[config.mk]
export PLATFORM = sky130hd
export DESIGN_NAME = joystick_nav_decoder
export DESIGN_NICKNAME = d
export VERILOG_FILES = /design/src/rtl/joystick_nav_decoder.sv
export SDC_FILE = /design/constraint.sdc
export NUM_CORES = 1
export LEC_CHECK = 0
export ABC_CLOCK_PERIOD_IN_PS = 3500
export CORE_ASPECT_RATIO = 1.25
export CORE_MARGIN = 10
export CORE_UTILIZATION = 51
export CTS_CLUSTER_DIAMETER = 60
export DETAILED_ROUTE_END_ITERATION = 6
export PLACE_DENSITY = 0.83
export SLEW_MARGIN = 20
export SYNTH_ARGS = -nofsm -noshare
export SYNTH_HDL_FRONTEND = slang
export SYNTH_SLANG_ARGS = --single-unit
[constraint.sdc]
create_clock -name clk -period 3.5 [get_ports clk]
set_input_delay 0.7 -clock clk [delete_from_list [all_inputs] [get_ports clk]]
set_output_delay 0.7 -clock clk [all_outputs]
set_load 0.03 [all_outputs]
[src/rtl/joystick_nav_decoder.sv]
`default_nettype none
// ============================================================================
// Module   : joystick_nav_decoder
// Brief    : Two-axis ADC samples to debounced L/R/U/D levels with hysteresis
//            and one-cycle press events. Optional macro JOY_AUTOREPEAT_EN adds
//            auto-repeat events while a direction is held.
// Revision : 1.0 - initial release
// ============================================================================
module joystick_nav_decoder #(
    parameter int ADC_W         = 12,
    parameter int THRESH_LOW    = 1000,
    parameter int THRESH_HIGH   = 3000,
    parameter int HYST          = 200,
    parameter int DEB_CYCLES    = 16,
    parameter int REPEAT_DELAY  = 5000000,
    parameter int REPEAT_PERIOD = 1000000
) (
    input  logic             clk,
    input  logic             rst_n,
    input  logic [ADC_W-1:0] x_axis_in,
    input  logic [ADC_W-1:0] y_axis_in,
    output logic             btn_L_out,
    output logic             btn_R_out,
    output logic             btn_U_out,
    output logic             btn_D_out,
    output logic             evt_L_out,
    output logic             evt_R_out,
    output logic             evt_U_out,
    output logic             evt_D_out
);

    // Thresholds widened to 32 bits so the compares stay unsigned and width-matched.
    localparam logic [31:0] c_low_set   = 32'(THRESH_LOW);
    localparam logic [31:0] c_low_clr   = 32'(THRESH_LOW + HYST);
    localparam logic [31:0] c_high_set  = 32'(THRESH_HIGH);
    localparam logic [31:0] c_high_clr  = 32'(THRESH_HIGH - HYST);

    localparam int                 c_deb_w    = (DEB_CYCLES > 1) ? $clog2(DEB_CYCLES) : 1;
    localparam logic [c_deb_w-1:0] c_deb_last = c_deb_w'(DEB_CYCLES - 1);
    localparam logic [c_deb_w-1:0] c_deb_one  = c_deb_w'(1);

`ifdef JOY_AUTOREPEAT_EN
    localparam int                 c_rep_max    = (REPEAT_DELAY > REPEAT_PERIOD) ? REPEAT_DELAY : REPEAT_PERIOD;
    localparam int                 c_rep_w      = (c_rep_max > 1) ? $clog2(c_rep_max) : 1;
    localparam logic [c_rep_w-1:0] c_delay_last = c_rep_w'(REPEAT_DELAY - 1);
    localparam logic [c_rep_w-1:0] c_per_last   = c_rep_w'(REPEAT_PERIOD - 1);
    localparam logic [c_rep_w-1:0] c_rep_one    = c_rep_w'(1);
`endif

    // Direction index: 0=L, 1=R, 2=D, 3=U (low/high pair per axis).
    logic [ADC_W-1:0] w_axis [2];
    logic [3:0]       w_raw;
    logic [3:0]       w_btn;
    logic [3:0]       w_evt;

    assign w_axis[0] = x_axis_in;
    assign w_axis[1] = y_axis_in;

    for (genvar a = 0; a < 2; a++) begin : g_axis
        logic [31:0] w_val;
        logic        r_raw_lo;
        logic        r_raw_hi;

        assign w_val = 32'(w_axis[a]);

        always_ff @(posedge clk or negedge rst_n) begin
            if (!rst_n) begin
                r_raw_lo <= 1'b0;
                r_raw_hi <= 1'b0;
            end else begin
                if (w_val < c_low_set)
                    r_raw_lo <= 1'b1;
                else if (w_val >= c_low_clr)
                    r_raw_lo <= 1'b0;

                if (w_val > c_high_set)
                    r_raw_hi <= 1'b1;
                else if (w_val <= c_high_clr)
                    r_raw_hi <= 1'b0;
            end
        end

        assign w_raw[2*a]   = r_raw_lo;
        assign w_raw[2*a+1] = r_raw_hi;
    end

    for (genvar d = 0; d < 4; d++) begin : g_dir
        logic [c_deb_w-1:0] r_cnt;
        logic               r_stable;
        logic               r_evt;
        logic               w_flip;
        logic               w_rise;
        logic               w_rep_fire;

        // Stable state flips on the cycle the disagreement count would hit DEB_CYCLES.
        assign w_flip = (w_raw[d] != r_stable) && (r_cnt == c_deb_last);
        assign w_rise = w_flip && !r_stable;

`ifdef JOY_AUTOREPEAT_EN
        logic [c_rep_w-1:0] r_rep_cnt;
        logic               r_rep_first;
        logic               w_fall;

        assign w_fall     = w_flip && r_stable;
        assign w_rep_fire = r_stable && !w_fall &&
                            (r_rep_first ? (r_rep_cnt == c_delay_last)
                                         : (r_rep_cnt == c_per_last));

        // Counter idles at zero while released; a release kills any pending repeat.
        always_ff @(posedge clk or negedge rst_n) begin
            if (!rst_n) begin
                r_rep_cnt   <= '0;
                r_rep_first <= 1'b1;
            end else if (!r_stable || w_fall) begin
                r_rep_cnt   <= '0;
                r_rep_first <= 1'b1;
            end else if (w_rep_fire) begin
                r_rep_cnt   <= '0;
                r_rep_first <= 1'b0;
            end else begin
                r_rep_cnt   <= r_rep_cnt + c_rep_one;
            end
        end
`else
        assign w_rep_fire = 1'b0;
`endif

        always_ff @(posedge clk or negedge rst_n) begin
            if (!rst_n) begin
                r_cnt    <= '0;
                r_stable <= 1'b0;
                r_evt    <= 1'b0;
            end else begin
                if ((w_raw[d] == r_stable) || w_flip)
                    r_cnt <= '0;
                else
                    r_cnt <= r_cnt + c_deb_one;

                if (w_flip)
                    r_stable <= ~r_stable;

                r_evt <= w_rise | w_rep_fire;
            end
        end

        assign w_btn[d] = r_stable;
        assign w_evt[d] = r_evt;
    end

    assign btn_L_out = w_btn[0];
    assign btn_R_out = w_btn[1];
    assign btn_D_out = w_btn[2];
    assign btn_U_out = w_btn[3];
    assign evt_L_out = w_evt[0];
    assign evt_R_out = w_evt[1];
    assign evt_D_out = w_evt[2];
    assign evt_U_out = w_evt[3];

endmodule
`default_nettype wire

==> flow_summary.yaml <==
die:
  die_y_um: 76.94
  dieArea_um2: 5043
  ios: 34
  dieWidth_um: 65.55
  rows: 20
  initial_core_util_pct: 53.93
  core_um2: 2452
cts:
  cts_root_buf: "clkbuf_4"
  cts.sinks: 28
  cts_buffers: 3
  insertion_delay_ns: 0.32
  holdBufCountCts: 0
  ctsHtreeMaxLevel: 1
  postCtsSetupRepairBufs: 0
  cts_max_path_buffers: 2
  clk_pin_slew_ns: 0.14
  cts_tree: "done"
  cts-resized-gates: 0
global_routing:
  grt_antenna_before_repair: 0
  grt_max_degree: 29
  gr-total-overflow: 0
  grt_pass1_vias: 1150
  grtUsageTotal_pct: 11.98
  grt_pass1_wl_um: 4988
setup_path:
  cp-start-kind: "flop"
  cp.buffers_inverters: 1
  worst-r2r-setup-slack_ns: 2.28
  crit_path_end_kind: "output port"
  rr_startpoint: "g_dir[2].r_cnt[0]"
  path_cells: "clkdlybuf4s50_1"
  crit_end: "btn_D_out"
  crit_type: "flop to output port"
  crit_fanout: 4
  arrival_ns: 1.46
  slowest_delay_ns: 0.70
  cpLargestDelayFamily: "buffers and inverters"
  cp.depth: 1
  reg2reg_depth: 3
  cp_slowest_cell: "clkdlybuf4s50_1"
  critical_path_required_ns: 2.80
  critPathLaunch: "btn_D_out"
  r2r_end: "btn_D_out"
sta:
  grt_setup_unrepaired: "no"
  max_freq_mhz: 462.7
  slew_headroom_pct: 76.85
  finalHoldViolations: 0
  fin_crit_sh_pct: 61.75
  worst_slew_pin_slew_ns: 0.3472
  finClkSkew_ns: 0.003021
  finalSetupViolCount: 0
  period_minus_slack_ns: 2.161
  tns_ns: 0
  drv_slew: 0
drt:
  dr.pass1.iters: 4
  routed_wl_um: 2734
  wire_per_inst_um: 14.09
  ant_nets: 0
  drc: 0
  vias_per_cell: 5.345
  drtIter0Drc: 34
  dr_total_vias: 1037
run_status:
  status: "finished clean"
yosys:
  synth-compound-area-share_pct: 5.487
  syn-instance-count: 124
  synth-seq-cells: 28
  netlist.area_leader.share_pct: 52.98
  synthDistinctLibCells: 26
  syn-num-nets: 154
  yosysWarnings: 0
  synth_area_leader_cell: "dfrtp_1"
  synth_area_leaders: "dfrtp_1 53%, nor2_1 6.8%, xnor2_1 5.3%, nand3_1 4.2%, ha_1 3.8%"
  yosys.area_share.simple_pct: 24.98
  synthMuxAreaShare_pct: 3.406
  yosysSeqAreaShare_pct: 52.98
  synth.avg_cell_area_um2: 10.67
  synth-xor-area-share_pct: 7.947
  syn_area_um2: 1323
  synth_top_family_by_area: "simple AND/OR/NAND/NOR gates"
  synthAdderAreaFrac_pct: 3.784
layout:
  area_growth_pct: 30.37
  diodes: 0
  layout-drive-gt1-share_pct: 5.590
  finalInstanceArea_um2: 1724
  nNetsFinal: 193
placed_design:
  place.gp.congestion: 0.8553
  place.port_buffers: 33
  placed_cell_area_um2: 1702
  hpwl_um: 2320
power_and_ir_drop:
  peakVddDrop_v: 0.0002268
  powerDensity_nw_per_um2: 316.4
  p_leak_nw: 0.7421
worst_hold_path:
  hold_path.class: "flop to flop"
run:
  drv_cap: 0
-- logic make-up (layout without fill, tap and decap cells) --
group | count (synthesis) | in the layout
AOI/OAI and AO/OA | 10 | 10
xor gates and xnor gates | 12 | 12
adders and majority gates | 4 | 4
buffers and inverters | 5 | 42
and+or+nand+nor | 61 | 61
DFF | 28 | 28
muxes | 4 | 4
-- state kept, by name (all words and copies together) (netlist names) --
| name | count |
|---|---|
| btn_D_out | 1 |
| btn_L_out | 1 |
| btn_R_out | 1 |
| btn_U_out | 1 |
| evt_D_out | 1 |
| evt_L_out | 1 |
| evt_R_out | 1 |
| evt_U_out | 1 |
| g_axis.r_raw_hi | 2 |
| g_axis.r_raw_lo | 2 |
| g_dir.r_cnt | 16 |
-- cells in the final DEF, fill, tap and decap left out, types with 2 or more instances in the layout --
| cell type | count |
|---|---|
| nor2_1 | 24 |
| nand3_1 | 11 |
| ha_1 | 4 |
| inv_1 | 5 |
| clkbuf_4 | 3 |
| nand4_1 | 5 |
| clkdlybuf4s50_1 | 33 |
| nand2_1 | 4 |
| dfrtp_1 | 28 |
| nor3_2 | 2 |
| o311ai_1 | 2 |
| nor4_1 | 2 |
| xor2_1 | 4 |
| nor3b_1 | 4 |
| mux2_1 | 4 |
| o21a_1 | 2 |
| nand2b_1 | 4 |
| o2111ai_1 | 2 |
| xnor2_1 | 8 |
-- where the power goes --
group | internal (W) | leakage (nW) | switching, W | total [W]
registers | 0.000333 | 0.381 | 0.00000858 | 0.000342
logic | 0.0000429 | 0.347 | 0.0000332 | 0.0000761
clock network | 0.0000404 | 0.0138 | 0.0000872 | 0.000128
-- synth_stat cells --
| cell type | number |
|---|---|
| nor3_1 | 1 |
| nor3b_1 | 4 |
| or2b_1 | 1 |
| nor4_1 | 2 |
| nor4b_2 | 1 |
| nor3_2 | 2 |
| xnor2_1 | 8 |
| dfrtp_1 | 28 |
| o2111ai_1 | 2 |
| nand2b_1 | 4 |
| xor2_1 | 4 |
| ha_1 | 4 |
| nand3_1 | 11 |
| o21ai_0 | 1 |
| a211oi_1 | 1 |
| inv_1 | 5 |
| nand3_2 | 1 |
| nor2_1 | 24 |
| nand4_1 | 5 |
| o311ai_1 | 2 |
| nand2b_4 | 1 |
| o21a_1 | 2 |
| mux2_1 | 4 |
| o21ai_1 | 1 |
| nand2_1 | 4 |
| a21oi_1 | 1 |
-- through the flow --
stage | cells | power [W] | setup WS, ns | hold slack, ns | utilization [%]
5_1_grt | 194 | 0.0005743 | 1.277 | 0.4897 | 70.31
4_1_cts | 194 | 0.0005506 | 1.322 | 0.4719 | 70.31
2_1_floorplan | 124 | 0.0003756 | 2.143 | 0.4044 | -
6_report | 194 | 0.0005455 | 1.339 | 0.4689 | 70.31
3_3_place_gp | 191 | 0.0004215 | 1.623 | 0.4424 | 69.39
3_5_place_dp | 191 | 0.0004253 | 1.561 | 0.4535 | 69.39
-- worst min path at each step --
stage / start / end / depth (start not counted)
finish: g_dir[1].r_cnt[0] / g_dir[1].r_cnt[0] / 1
global route: g_dir[0].r_cnt[0] / g_dir[0].r_cnt[0] / 1
CTS: g_dir[1].r_cnt[0] / g_dir[1].r_cnt[0] / 1
detailed placement: g_dir[1].r_cnt[0] / g_dir[1].r_cnt[0] / 1
global placement: g_dir[0].r_cnt[0] / g_dir[0].r_cnt[0] / 1
floorplan: rst_n / btn_D_out / 0
-- layer usage --
metal / global-route usage (%) / part of all wire [%] / up-vias
li1: - / - / 514
met1: 12.62 / 37 / 500
met2: 22.11 / 58 / 17
met3: 1.308 / 2.1 / 6
met4: 6.223 / 2.6 / 0
met5: 0 / 0 / -
-- cell type report --
type | count | area, µm²
Inverter | 5 | 18.77
Timing Repair Buffer | 34 | 337.8
Sequential cell | 28 | 700.7
Clock buffer | 3 | 22.52
Fill cell | 197 | 728.2
Tap cell | 33 | 41.29
Multi-Input combinational cell | 91 | 603.1
Note: power is estimated with default switching activity, not from simulation.
